## src/rtl/uart_pkg.sv

```systemverilog
// Shared UART definitions: FSM state encoding, data-length limits and frame-length
// helpers, reused by the transmit framer and the future receive block.
package uart_pkg;

    typedef enum logic [2:0] {
        IDLE   = 3'd0,
        START  = 3'd1,
        DATA   = 3'd2,
        PARITY = 3'd3,
        STOP   = 3'd4
    } uart_state_e;

    localparam int MIN_DBITS = 5;

    // Requested data length forced into MIN_DBITS..max_n.
    function automatic logic [3:0] clamp_nbits(input logic [3:0] n, input logic [3:0] max_n);
        if (n < 4'(MIN_DBITS)) begin
            return 4'(MIN_DBITS);
        end
        if (n > max_n) begin
            return max_n;
        end
        return n;
    endfunction

    // Start + data + optional parity + one or two stop bits.
    function automatic logic [3:0] calc_frame_len(input logic [3:0] nb, input logic par_en,
                                                  input logic two_stop);
        return 4'd2 + nb + {3'b000, par_en} + {3'b000, two_stop};
    endfunction

endpackage

```

## src/rtl/uart_baud_timer.sv

```systemverilog
// Bit-period down-counter: load on frame accept, reload at every bit boundary,
// tick marks the last clock of the current bit.
module uart_baud_timer #(
    parameter int DIV_W = 16
) (
    input  logic             clk,
    input  logic             rstb,
    input  logic             load,
    input  logic [DIV_W-1:0] load_val,
    input  logic             run,
    input  logic [DIV_W-1:0] reload_val,
    output logic             tick
);

    logic [DIV_W-1:0] count;

    always_ff @(posedge clk or negedge rstb) begin
        if (!rstb) begin
            count <= '0;
        end else if (load) begin
            count <= load_val;
        end else if (run) begin
            count <= (count == '0) ? reload_val : count - 1'b1;
        end else begin
            count <= '0;
        end
    end

    assign tick = run && (count == '0);

endmodule

```

## src/rtl/uart_tx_framer.sv

```systemverilog
// UART transmit framer: accepts a word plus per-frame configuration and shifts out
// start, LSB-first data, optional parity and one or two stop bits on a registered txd.
module uart_tx_framer
    import uart_pkg::*;
#(
    parameter int MAX_DBITS = 9,
    parameter int DIV_W     = 16
) (
    input  logic                 clk,
    input  logic                 rstb,
    input  logic [DIV_W-1:0]     baud_div,
    input  logic [MAX_DBITS-1:0] data,
    input  logic                 data_valid,
    output logic                 data_ready,
    input  logic [3:0]           nbits,
    input  logic                 parity_en,
    input  logic                 odd_n_even,
    input  logic                 stop2,
    output logic                 txd,
    output logic                 busy,
    output logic [3:0]           frame_len
);

    // Handshake: a word and its config transfer on any rising edge where
    // data_valid && data_ready; data_ready is high only in IDLE, and the source
    // must hold data and config stable while data_valid is high and not accepted.

    uart_state_e          state, state_next;
    logic [MAX_DBITS-1:0] shreg;
    logic [3:0]           nbits_q, bit_idx;
    logic                 par_en_q, par_bit_q, stop2_q, stop_idx;
    logic [DIV_W-1:0]     div_q;
    logic                 txd_q, txd_next;
    logic                 accept, tick;
    logic                 shift_en, bit_inc, stop_inc;
    logic [3:0]           nbits_in;
    logic                 par_in;

    assign data_ready = (state == IDLE);
    assign busy       = (state != IDLE);
    assign accept     = data_valid && data_ready;
    assign txd        = txd_q;
    assign frame_len  = calc_frame_len(nbits_q, par_en_q, stop2_q);
    assign nbits_in   = clamp_nbits(nbits, 4'(MAX_DBITS));

    // Parity over the effective data bits only, computed once at accept.
    always_comb begin
        par_in = odd_n_even;
        for (int i = 0; i < MAX_DBITS; i++) begin
            if (i < int'(nbits_in)) begin
                par_in = par_in ^ data[i];
            end
        end
    end

    uart_baud_timer #(.DIV_W(DIV_W)) u_timer (
        .clk        (clk),
        .rstb       (rstb),
        .load       (accept),
        .load_val   (baud_div),
        .run        (busy),
        .reload_val (div_q),
        .tick       (tick)
    );

    always_ff @(posedge clk or negedge rstb) begin
        if (!rstb) begin
            state <= IDLE;
        end else begin
            state <= state_next;
        end
    end

    always_comb begin
        state_next = state;
        txd_next   = txd_q;
        shift_en   = 1'b0;
        bit_inc    = 1'b0;
        stop_inc   = 1'b0;
        case (state)
            IDLE: begin
                txd_next = 1'b1;
                if (accept) begin
                    state_next = START;
                    txd_next   = 1'b0;
                end
            end
            START: begin
                if (tick) begin
                    state_next = DATA;
                    txd_next   = shreg[0];
                end
            end
            DATA: begin
                if (tick) begin
                    if (bit_idx == nbits_q - 4'd1) begin
                        state_next = par_en_q ? PARITY : STOP;
                        txd_next   = par_en_q ? par_bit_q : 1'b1;
                    end else begin
                        bit_inc  = 1'b1;
                        shift_en = 1'b1;
                        txd_next = shreg[1];
                    end
                end
            end
            PARITY: begin
                if (tick) begin
                    state_next = STOP;
                    txd_next   = 1'b1;
                end
            end
            STOP: begin
                txd_next = 1'b1;
                if (tick) begin
                    if (stop2_q && !stop_idx) begin
                        stop_inc = 1'b1;
                    end else begin
                        state_next = IDLE;
                    end
                end
            end
            default: begin
                state_next = IDLE;
                txd_next   = 1'b1;
            end
        endcase
    end

    // Reset config is 8N1 so frame_len reads 10 before the first frame.
    always_ff @(posedge clk or negedge rstb) begin
        if (!rstb) begin
            txd_q     <= 1'b1;
            shreg     <= '0;
            nbits_q   <= 4'd8;
            par_en_q  <= 1'b0;
            par_bit_q <= 1'b0;
            stop2_q   <= 1'b0;
            div_q     <= '0;
            bit_idx   <= '0;
            stop_idx  <= 1'b0;
        end else begin
            txd_q <= txd_next;
            if (accept) begin
                shreg     <= data;
                nbits_q   <= nbits_in;
                par_en_q  <= parity_en;
                par_bit_q <= par_in;
                stop2_q   <= stop2;
                div_q     <= baud_div;
                bit_idx   <= '0;
                stop_idx  <= 1'b0;
            end else begin
                if (shift_en) begin
                    shreg <= shreg >> 1;
                end
                if (bit_inc) begin
                    bit_idx <= bit_idx + 4'd1;
                end
                if (stop_inc) begin
                    stop_idx <= 1'b1;
                end
            end
        end
    end

endmodule

```

## config.mk

```make
export PLATFORM = sky130hd
export DESIGN_NAME = uart_tx_framer
export DESIGN_NICKNAME = d
export VERILOG_FILES = /design/src/rtl/uart_pkg.sv /design/src/rtl/uart_baud_timer.sv /design/src/rtl/uart_tx_framer.sv
export SDC_FILE = /design/constraint.sdc
export NUM_CORES = 1
export LEC_CHECK = 0
export BUFFER_PORTS_ARGS = -buffer_cell sky130_fd_sc_hd__buf_2
export CORE_MARGIN = 2
export CORE_UTILIZATION = 45
export CTS_CLUSTER_DIAMETER = 30
export DETAILED_ROUTE_END_ITERATION = 8
export PLACE_DENSITY = 0.65
export SETUP_SLACK_MARGIN = 0.1
export SYNTH_ARGS = -nofsm -noshare
export SYNTH_HDL_FRONTEND = slang
export SYNTH_SLANG_ARGS = --single-unit
export TNS_END_PERCENT = 30
```

## constraint.sdc

```tcl
create_clock -name clk -period 7.6 [get_ports clk]
set_clock_uncertainty 0.15 [all_clocks]
set_input_delay 0.76 -clock clk [delete_from_list [all_inputs] [get_ports clk]]
set_output_delay 0.76 -clock clk [all_outputs]
set_load 0.005 [all_outputs]
```

[Yosys cells after proc, flatten, opt, wreduce, memory -nomap -nowiden]
Index checks and enable logic that the tools add are counted.
Cells by class
  shift-type cells: 0
  mux-type cells: 47
  order comparisons: 11
  equality and inequality tests: 12
  add/subtract/negate cells: 6
  divide/modulo/power cells: 0
  $mul: 0
  reduce and logical (&&, ||, !) cells: 11
  bitwise operators: 9
Operators with widths (number)
  $mux W16: 3
  $mux W1: 26
  $mux W3: 8
  $mux W4: 6
  $mux W9: 2
  $logic_not A16 Y1: 1
  $lt A3 B4 Y1 const A: 4
  $sub A16 B1 Y16 const B: 1
  $pmux W3 S5: 1
  $ne A2 B2 Y1 const B: 6
  $xor A1 B1 Y1: 9
  $add A4 B1 Y4: 2
  $lt A1 B4 Y1 const A: 2
  $lt A2 B4 Y1 const A: 2
  $reduce_and A7 Y1: 1
  $eq A3 B2 Y1 const B: 2
  $add A2 B4 Y4 const A: 1
  $add A4 B1 Y4 const B: 1
  $eq A4 B4 Y1: 1
  $gt A4 B4 Y1 const B: 1
  $lt A4 B3 Y1 const B: 1
  $lt A4 B4 Y1 const A: 1
  $pmux W1 S4: 1
  $reduce_bool A2 Y1: 2
  other kinds (9): 11
Word-level totals
  bits in read-only memories: 0
  memory bits (writable): 0
  memories: 0
  output and inout port bits: 7
  flip-flop bits (word level): 57
  latch bits: 0
  bits of input ports: 35
  word-level logic and storage cells: 107

[Logic depth before layout (Yosys ltp)]
Gate-level depths: netlist of the first run.
  word-level depth: 23
  mapped depth: 9
  depth with buffers taken out: 7

[Modules after synthesis]
From an unflattened synthesis of the first run, not the netlist that was laid out.
Unflattened totals
  cell total of the unflattened synthesis: 360
  area total of the unflattened synthesis: 3264.4 um^2
By module, submodules not included
  uart_tx_framer: instances 1, cells each 225, area each 2102.0 um^2
  uart_baud_timer: instances 1, cells each 135, area each 1162.4 um^2

[Worst setup path before layout of the first run]
Ideal clock, no wire load.
  path kind: reg2reg
  start point: reg u_timer.count[7]
  end point: reg state[2]
  arrival: 2.173 ns
  cell stages (with the launch flop): 9
  setup slack: 5.150 ns
  path buffers: 3
  period minus slack after synthesis: 2.450 ns
  library setup time: 0.127 ns
  cell sequence: dfrtp_1 -> or4_4 -> buf_6 -> or2_1 -> or3_1 -> buf_2 -> buf_2 -> o211ai_1 -> o21ai_1
On the way
  word-level cells in the longest chain between the ends: 4
  elaborated cells on any way between the ends: 7
  classes of those cells: 4 x eq/ne; 3 x reduce/logical
RTL lines
  start: declaration: line uart_baud_timer.sv:15  | logic [DIV_W-1:0] count;
  start signal: assignment: line uart_baud_timer.sv:21  | count <= load_val;
  start signal: assignment: line uart_baud_timer.sv:23  | count <= (count == '0) ? reload_val : count - 1'b1;
  $logic_not A16 Y1 (*): line uart_baud_timer.sv:29  | assign tick = run && (count == '0);
  $logic_and A1 B1 Y1 (*): line uart_baud_timer.sv:29
  $ne A2 B2 Y1 (no line)
  $reduce_and A7 Y1 (no line) (*)
  end signal: assignment: line uart_tx_framer.sv:70  | state <= state_next;
  end: declaration: line uart_tx_framer.sv:28  | uart_state_e state, state_next;
Mark *: on every way between the ends. The rest lies on a longest branch, timed or not.
A chain may end at the register's enable or synchronous reset.

[Final worst setup path of the first run]
  start point: reg state[2]
  end point: reg nbits_q[0]
On the way
  word-level cells in the longest chain between the ends: 2
RTL lines
  $logic_not A3 Y1: line uart_tx_framer.sv:39  | assign data_ready = (state == IDLE);
  $logic_and A1 B1 Y1: line uart_tx_framer.sv:41  | assign accept = data_valid && data_ready;
  end signal: assignment: line uart_tx_framer.sv:145  | nbits_q <= nbits_in;
  end: declaration: line uart_tx_framer.sv:30  | logic [3:0] nbits_q, bit_idx;
Every way passes these cells.

==> results of run 1 <==
==> path summary, 6_finish.rpt <==
path	startpoint	end	slack (ps)	cells past startpoint
worst max-delay path	state[2]	nbits_q[0]	4640	5
worst min-delay path	div_q[1]	div_q[1]	320	2
worst max register to register	state[2]	nbits_q[0]	4640	5
worst min register to register	div_q[1]	div_q[1]	320	2
max in group asynchronous	rstb	nbits_q[2]	6400	2
min in group asynchronous	rstb	div_q[6]	390	2
==> sequential cells by signal (all words and copies together) (netlist names) <==
| name | flops |
|---|---|
| stop2_q | 1 |
| state | 3 |
| stop_idx | 1 |
| u_timer.count | 16 |
| txd | 1 |
| par_en_q | 1 |
| nbits_q | 4 |
| bit_idx | 4 |
| par_bit_q | 1 |
| div_q | 16 |
| shreg | 9 |
==> cell usage in the layout, fill, tap and decap left out, types with 3 or more instances in the layout <==
cell type,n
o21ai_0,35
nor4_1,3
o21ai_1,6
mux2i_1,6
or3_1,9
buf_2,41
inv_1,12
a22o_1,6
nand3_1,10
xor2_1,8
dfrtp_1,55
a21oi_1,11
nor3_1,9
o31ai_1,4
clkbuf_8,11
xnor2_1,14
a21o_1,5
nand2_1,72
or4_1,3
nor2_1,14
a31oi_1,7
ha_1,5
==> routing by layer <==
layer  global-route usage, %  routed length (µm)  vias up
met2                    31.7                3370       40
met3                    3.81                 212        5
met5                       0                   0        -
met1                    25.9                3110     1221
li1                        -                   -     1274
met4                    9.80                  98        0
==> power groups by stage <==
stage | clock network [mW] | registers [mW] | logic (mW)
2_1_floorplan | 0 | 0.517 | 0.406
3_3_place_gp | 0 | 0.549 | 0.503
3_5_place_dp | 0 | 0.551 | 0.519
4_1_cts | 0.294 | 0.547 | 0.521
5_1_grt | 0.309 | 0.566 | 0.593
6_report | 0.287 | 0.549 | 0.514
==> worst max-delay path, stage by stage (launching register included) <==
cell	delay [ps]
dfrtp_1	480
or3_1	550
inv_1	380
nand2_1	740
a211oi_1	430
a21oi_1	70
==> stage by stage <==
stage | total power [mW] | hold slack [ps] | worst slack, ps | instance area (µm²)
finish | 1.35 | 321 | 4640 | 3520
global route | 1.47 | 336 | 4380 | 3520
CTS | 1.36 | 323 | 4630 | 3520
detailed placement | 1.07 | 307 | 4630 | 3330
global placement | 1.05 | 304 | 4720 | 3330
floorplan | 0.923 | 291 | 5150 | 3080
==> layout make-up <==
cell class	count	area share, %
clock buffer	12	4.40
timing repair buffer	43	6.25
inverter	12	1.28
sequential	57	40.5
multi-input combinational	258	43.6
tap	80	2.84
clock inverter	3	1.14
==> logic make-up after synthesis <==
logic type / after synthesis / share of synthesized area (%)
buf+inv: 28 / 3.78
compound gates: 88 / 17.7
flops: 57 / 46.4
xor+xnor: 23 / 6.99
simple gates: 135 / 20.4
mux: 6 / 1.95
fa+ha+maj: 6 / 2.68
==> reports/metrics.yaml, run 1 <==
sta:
  finalHoldViolations: 0
  maxSlewHeadroom_pct: 26.4
  period_needed_ps: 2960
  worst_pin_slew_ps: 1100
  tns_ps: 0
  drv_slew: 0
  finalSetupViolCount: 0
  rsz0062_at_grt: "false"
  fmax_ghz: 0.338
  fin_crit_sh_pct: 39.0
cells_and_area:
  diodes: 0
  final_util_pct: 52.5
  layout-drive-gt1-share_pct: 17.1
  area_growth_pct: 14.5
  layout.cells.non_filler: 465
  layout.nets: 422
  fillCellCount: 640
  multi_input_area_mm2: 0.00154
  regArea_mm2: 0.00143
min_path:
  hold_path.class: "flip-flop to flip-flop"
power:
  p_sw_share_pct: 38.3
  power_density_mw_per_mm2: 383
  power.switching_mw: 0.517
  peakVddDrop_uv: 164
  intPower_mw: 0.833
  comb_power_share_pct: 38.1
  p_seq_share_pct: 40.7
  p_clk_share_pct: 21.3
  p_leak_nw: 1.69
cts:
  clk_pin_slew_ps: 60
  cts-resized-gates: 0
  cts_max_level: 3
  numClockSinks: 57
  cts.root.buffer_cell: "clkbuf_8"
  clkLatencyLatePin_ps: 340
  clockBufferDepth: 2
  cts_tree: "yes"
  cts_buffers: 9
  postCtsSetupRepairBufs: 0
  holdBufCountCts: 0
setup_path:
  crit_fanout: 34
  required_ps: 7630
  worst_setup_path_start_kind: "flip-flop"
  cp.arrival_ps: 2990
  path_class: "flip-flop to flip-flop"
  crit_path_end_kind: "flip-flop"
floorplanning:
  core-area_mm2: 0.00672
  io_pins: 42
  start_util_pct: 45.8
  dieHeight_um: 86.7
  fp.dieW_um: 86.7
  rows: 30
  die_area_mm2: 0.00752
yosys:
  ys.flop_type: "dfrtp_1"
  netlist_area_mm2: 0.00308
  async_flop_share_pct: 100
  synth_top_area_share_pct: 44.7
  synth_edf_count: 0
  synth_cells: 343
  avgSynthCellArea_um2: 8.97
  yosysMostFrequentCell: "nand2_1"
  ys_ff_latch: 57
  syn_nets: 384
  yosysSeqAreaShare_pct: 46.4
  yosys.area.top_type: "dfrtp_1"
  netlist_top_cells_area: "dfrtp_1, nand2_1, o21ai_0"
  synth_common_cells: "nand2_1, dfrtp_1, o21ai_0"
  yosysUniqueCellTypes: 49
  yosysWarnings: 0
routing:
  drt_pass1_iterations: 4
  drt-total-wl_um: 6800
  vias: 2540
  post_drt_wl_per_cell_um: 14.6
  drtIter0Drc: 153
  routed_via_density: 5.46
  drc: 0
  ant_nets: 0
global_route:
  antenna_found_initial: 0
  grt_max_degree: 58
  grt_usage_pct: 19.9
  grt_pass1_wl_um: 11500
  grt_remaining_overflow: 0
  first_global_vias: 2475
outcome:
  status: "finished, final reports clean"
placement:
  dpl.hpwl_um: 4800
  numPortBuffers: 41
  dp.cells: 450
  place_congestion: 0.822
job:
  drv_cap: 0
Note: power is estimated with default switching activity, not from simulation.
==> run 2: changes to the inputs <==
--- a/config.mk
+++ b/config.mk
@@ -10,7 +10,7 @@
 export CORE_UTILIZATION = 45
 export CTS_CLUSTER_DIAMETER = 30
 export DETAILED_ROUTE_END_ITERATION = 8
-export PLACE_DENSITY = 0.65
+export PLACE_DENSITY = 0.67
 export SETUP_SLACK_MARGIN = 0.1
 export SYNTH_ARGS = -nofsm -noshare
 export SYNTH_HDL_FRONTEND = slang
==> constraint.sdc (replaced) <==
create_clock -name clk -period 2.7 [get_ports clk]
set_clock_uncertainty 0.15 [all_clocks]
set_input_delay 0.27 -clock clk [delete_from_list [all_inputs] [get_ports clk]]
set_output_delay 0.27 -clock clk [all_outputs]
set_load 0.005 [all_outputs]
==> reports/metrics.yaml, run 2 (same netlist as run 1, synthesis figures left out) <==
power:
  p_leak_nw: 1.82  # was 1.69 nW
  p_sw_share_pct: 37.8  # was 38.3%
  power.switching_mw: 1.50  # was 0.517 mW
  comb_power_share_pct: 39.7  # was 38.1%
  power_density_mw_per_mm2: 1040  # was 383 mW/mm²
  intPower_mw: 2.46  # was 0.833 mW
  peakVddDrop_uv: 619  # was 164 µV
  p_clk_share_pct: 21.1  # was 21.3%
  p_seq_share_pct: 39.3  # was 40.7%
cells_and_area:
  layout-drive-gt1-share_pct: 20.1  # was 17.1%
  layout.nets: 449  # was 422
  stdcell_area_mm2: 0.00379  # was 0.00352 mm²
  layout_commonest_cell: "nand2_1"  # unchanged
  fillCellCount: 611  # was 640
  final_cell_mix: "nand2_1, dfrtp_1, buf_2, o21ai_0, buf_4"  # was nand2_1, dfrtp_1, buf_2, o21ai_0
  area_growth_pct: 23.1  # was 14.5%
  diodes: 0  # unchanged
  reg_top3: "div_q (16), u_timer.count (16), shreg (9)"  # unchanged
floorplanning:
  rows: 30  # unchanged
  die_area_mm2: 0.00752  # unchanged
  dieHeight_um: 86.7  # unchanged
  io_pins: 42  # unchanged
  start_util_pct: 45.8  # unchanged
  fp.dieW_um: 86.7  # unchanged
  core-area_mm2: 0.00672  # unchanged
setup_path:
  path_depth: 6  # was 5
  r2r_setup_slack_ps: 240  # was 4640 ps
  crit_fanout: 12  # was 34
  crit_path_end_kind: "flip-flop"  # unchanged
  required_ps: 2800  # was 7630 ps
  cpLargestDelayFamily: "simple AND/OR/NAND/NOR gates"  # unchanged
  endpoint: "u_timer.count[8]"  # was nbits_q[0]
  r2r_cells: 6  # was 5
  rr_endpoint: "u_timer.count[8]"  # was nbits_q[0]
  critPathLaunch: "u_timer.count[6]"  # was state[2]
  cp.arrival_ps: 2560  # was 2990 ps
  slowest_stage: "or4_4"  # was nand2_1
  path_cells: "or4_4 > or2_1 > or3_4 > buf_4 > mux2i_1 > o21ai_0"  # was or3_1 > inv_1 > nand2_1 > a211oi_1 > a21oi_1
  path_class: "flip-flop to flip-flop"  # unchanged
  worst_setup_path_start_kind: "flip-flop"  # unchanged
  slowest_delay_ps: 580  # was 740 ps
  reg2reg_from: "u_timer.count[6]"  # was state[2]
  path_buf_inv: 1  # unchanged
routing:
  routed_via_density: 5.52  # was 5.46
  drt-total-wl_um: 7270  # was 6800 µm
  ant_nets: 0  # unchanged
  drtIter0Drc: 167  # was 153
  drc: 0  # unchanged
  post_drt_wl_per_cell_um: 14.7  # was 14.6 µm
  vias: 2722  # was 2,540
  drt_pass1_iterations: 4  # unchanged
global_route:
  grtUsageMet2_pct: 35.4  # was 31.7%
  grt_pass1_wl_um: 12500  # was 11,500 µm
  grt_usage_pct: 21.3  # was 19.9%
  gr-usage-met1_pct: 27.9  # was 25.9%
  grt_remaining_overflow: 0  # unchanged
  met3_usage_pct: 3.71  # was 3.81%
  busiest_layer: "met2"  # unchanged
  first_global_vias: 2706  # was 2,475
  antenna_found_initial: 0  # unchanged
  grt_max_degree: 58  # unchanged
sta:
  hold_slack_ps: 2.88  # was 321 ps
  finalHoldViolations: 0  # unchanged
  period_needed_ps: 2460  # was 2960 ps
  tns_ps: 0  # unchanged
  rsz0062_at_grt: "true"  # was false
  fin_crit_sh_pct: 91.2  # was 39.0%
  maxSlewHeadroom_pct: 68.4  # was 26.4%
  finalSetupViolCount: 0  # unchanged
  worst_pin_slew_ps: 468  # was 1100 ps
  drv_slew: 0  # unchanged
  fmax_ghz: 0.406  # was 0.338 GHz
cts:
  cts.root.buffer_cell: "clkbuf_8"  # unchanged
  cts_max_level: 3  # unchanged
  clkLatencyLatePin_ps: 340  # about the same
  clk_pin_slew_ps: 70  # was 60 ps
  postCtsSetupRepairBufs: 0  # unchanged
  cts_buffers: 9  # unchanged
  cts_tree: "yes"  # unchanged
  numClockSinks: 57  # unchanged
  clockBufferDepth: 2  # unchanged
placement:
  placed_area_mm2: 0.00345  # was 0.00333 mm²
  numPortBuffers: 41  # unchanged
  place_congestion: 0.804  # was 0.822
  dpl.hpwl_um: 5180  # was 4800 µm
outcome:
  status: "finished, final reports clean"  # unchanged
job:
  drv_cap: 0  # unchanged
min_path:
  hp-start: "baud_div[5]"  # was div_q[1]
  hold_depth: 3  # was 2
  hold_path.class: "input port to flip-flop"  # was flip-flop to flip-flop
[run 2: cell types whose count changed in the layout (fill, tap and decap cells not counted), sizes merged]
cell / change
buf: +15
dlygate4sd3: +12
clkbuf: +2
clkinv: -1
[run 2: routing by layer]
layer  up-vias  part of all wire [%]  wire length (µm)
li1       1333                     -                 -
met1      1300                    45              3270
met2        75                    48              3520
met3        14                   4.8               349
met4         0                   1.8               128
met5         -                     0                 0
[run 2: power groups by stage]
stage	sequential (mW)	combinational (mW)	clock [mW]
after floorplan	1.46	1.14	0
after global placement	1.55	1.52	0
after detailed placement	1.56	1.56	0
after CTS	1.55	1.58	0.851
after global routing	1.60	1.80	0.887
final	1.55	1.57	0.833
[run 2: worst min-delay path by stage]
stage	to	slack [ps]
6_report	div_q[5]	3
5_1_grt	div_q[4]	20
3_3_place_gp	div_q[8]	150
2_1_floorplan	bit_idx[0]	-180
3_5_place_dp	div_q[9]	150
4_1_cts	div_q[5]	0.5
[run 2: repair_timing]
action	in CTS	in global routing
setup endpoints to repair	2	2
resized for setup	1	1
pin swaps	0	0
hold endpoints to repair	67	0
hold buffers	12	0
[run 2: stage by stage]
step / cells / total power [mW] / setup WS [ps] / utilization, %
2_1_floorplan: 343 / 2.60 / 250 / -
3_3_place_gp: 465 / 3.06 / 162 / 51.4
3_5_place_dp: 465 / 3.12 / 96.6 / 51.4
4_1_cts: 493 / 3.98 / 236 / 56.4
5_1_grt: 493 / 4.29 / 99.4 / 56.4
6_report: 493 / 3.96 / 238 / 56.4
[run 2: worst min-delay path, stage by stage]
cell and delay, ps:
buf_2 70, nand2_1 50, nand2_1 60
[run 2: cell type report]
cell class	count	area, µm²	area share [%]
clock buffers	14	173	4.56
multi-input cells	258	1540	40.7
repair buffers	70	465	12.3
inverters	12	45.0	1.19
clock inverters	2	35.0	0.924
flip-flops and latches	57	1430	37.7
well taps	80	100	2.64
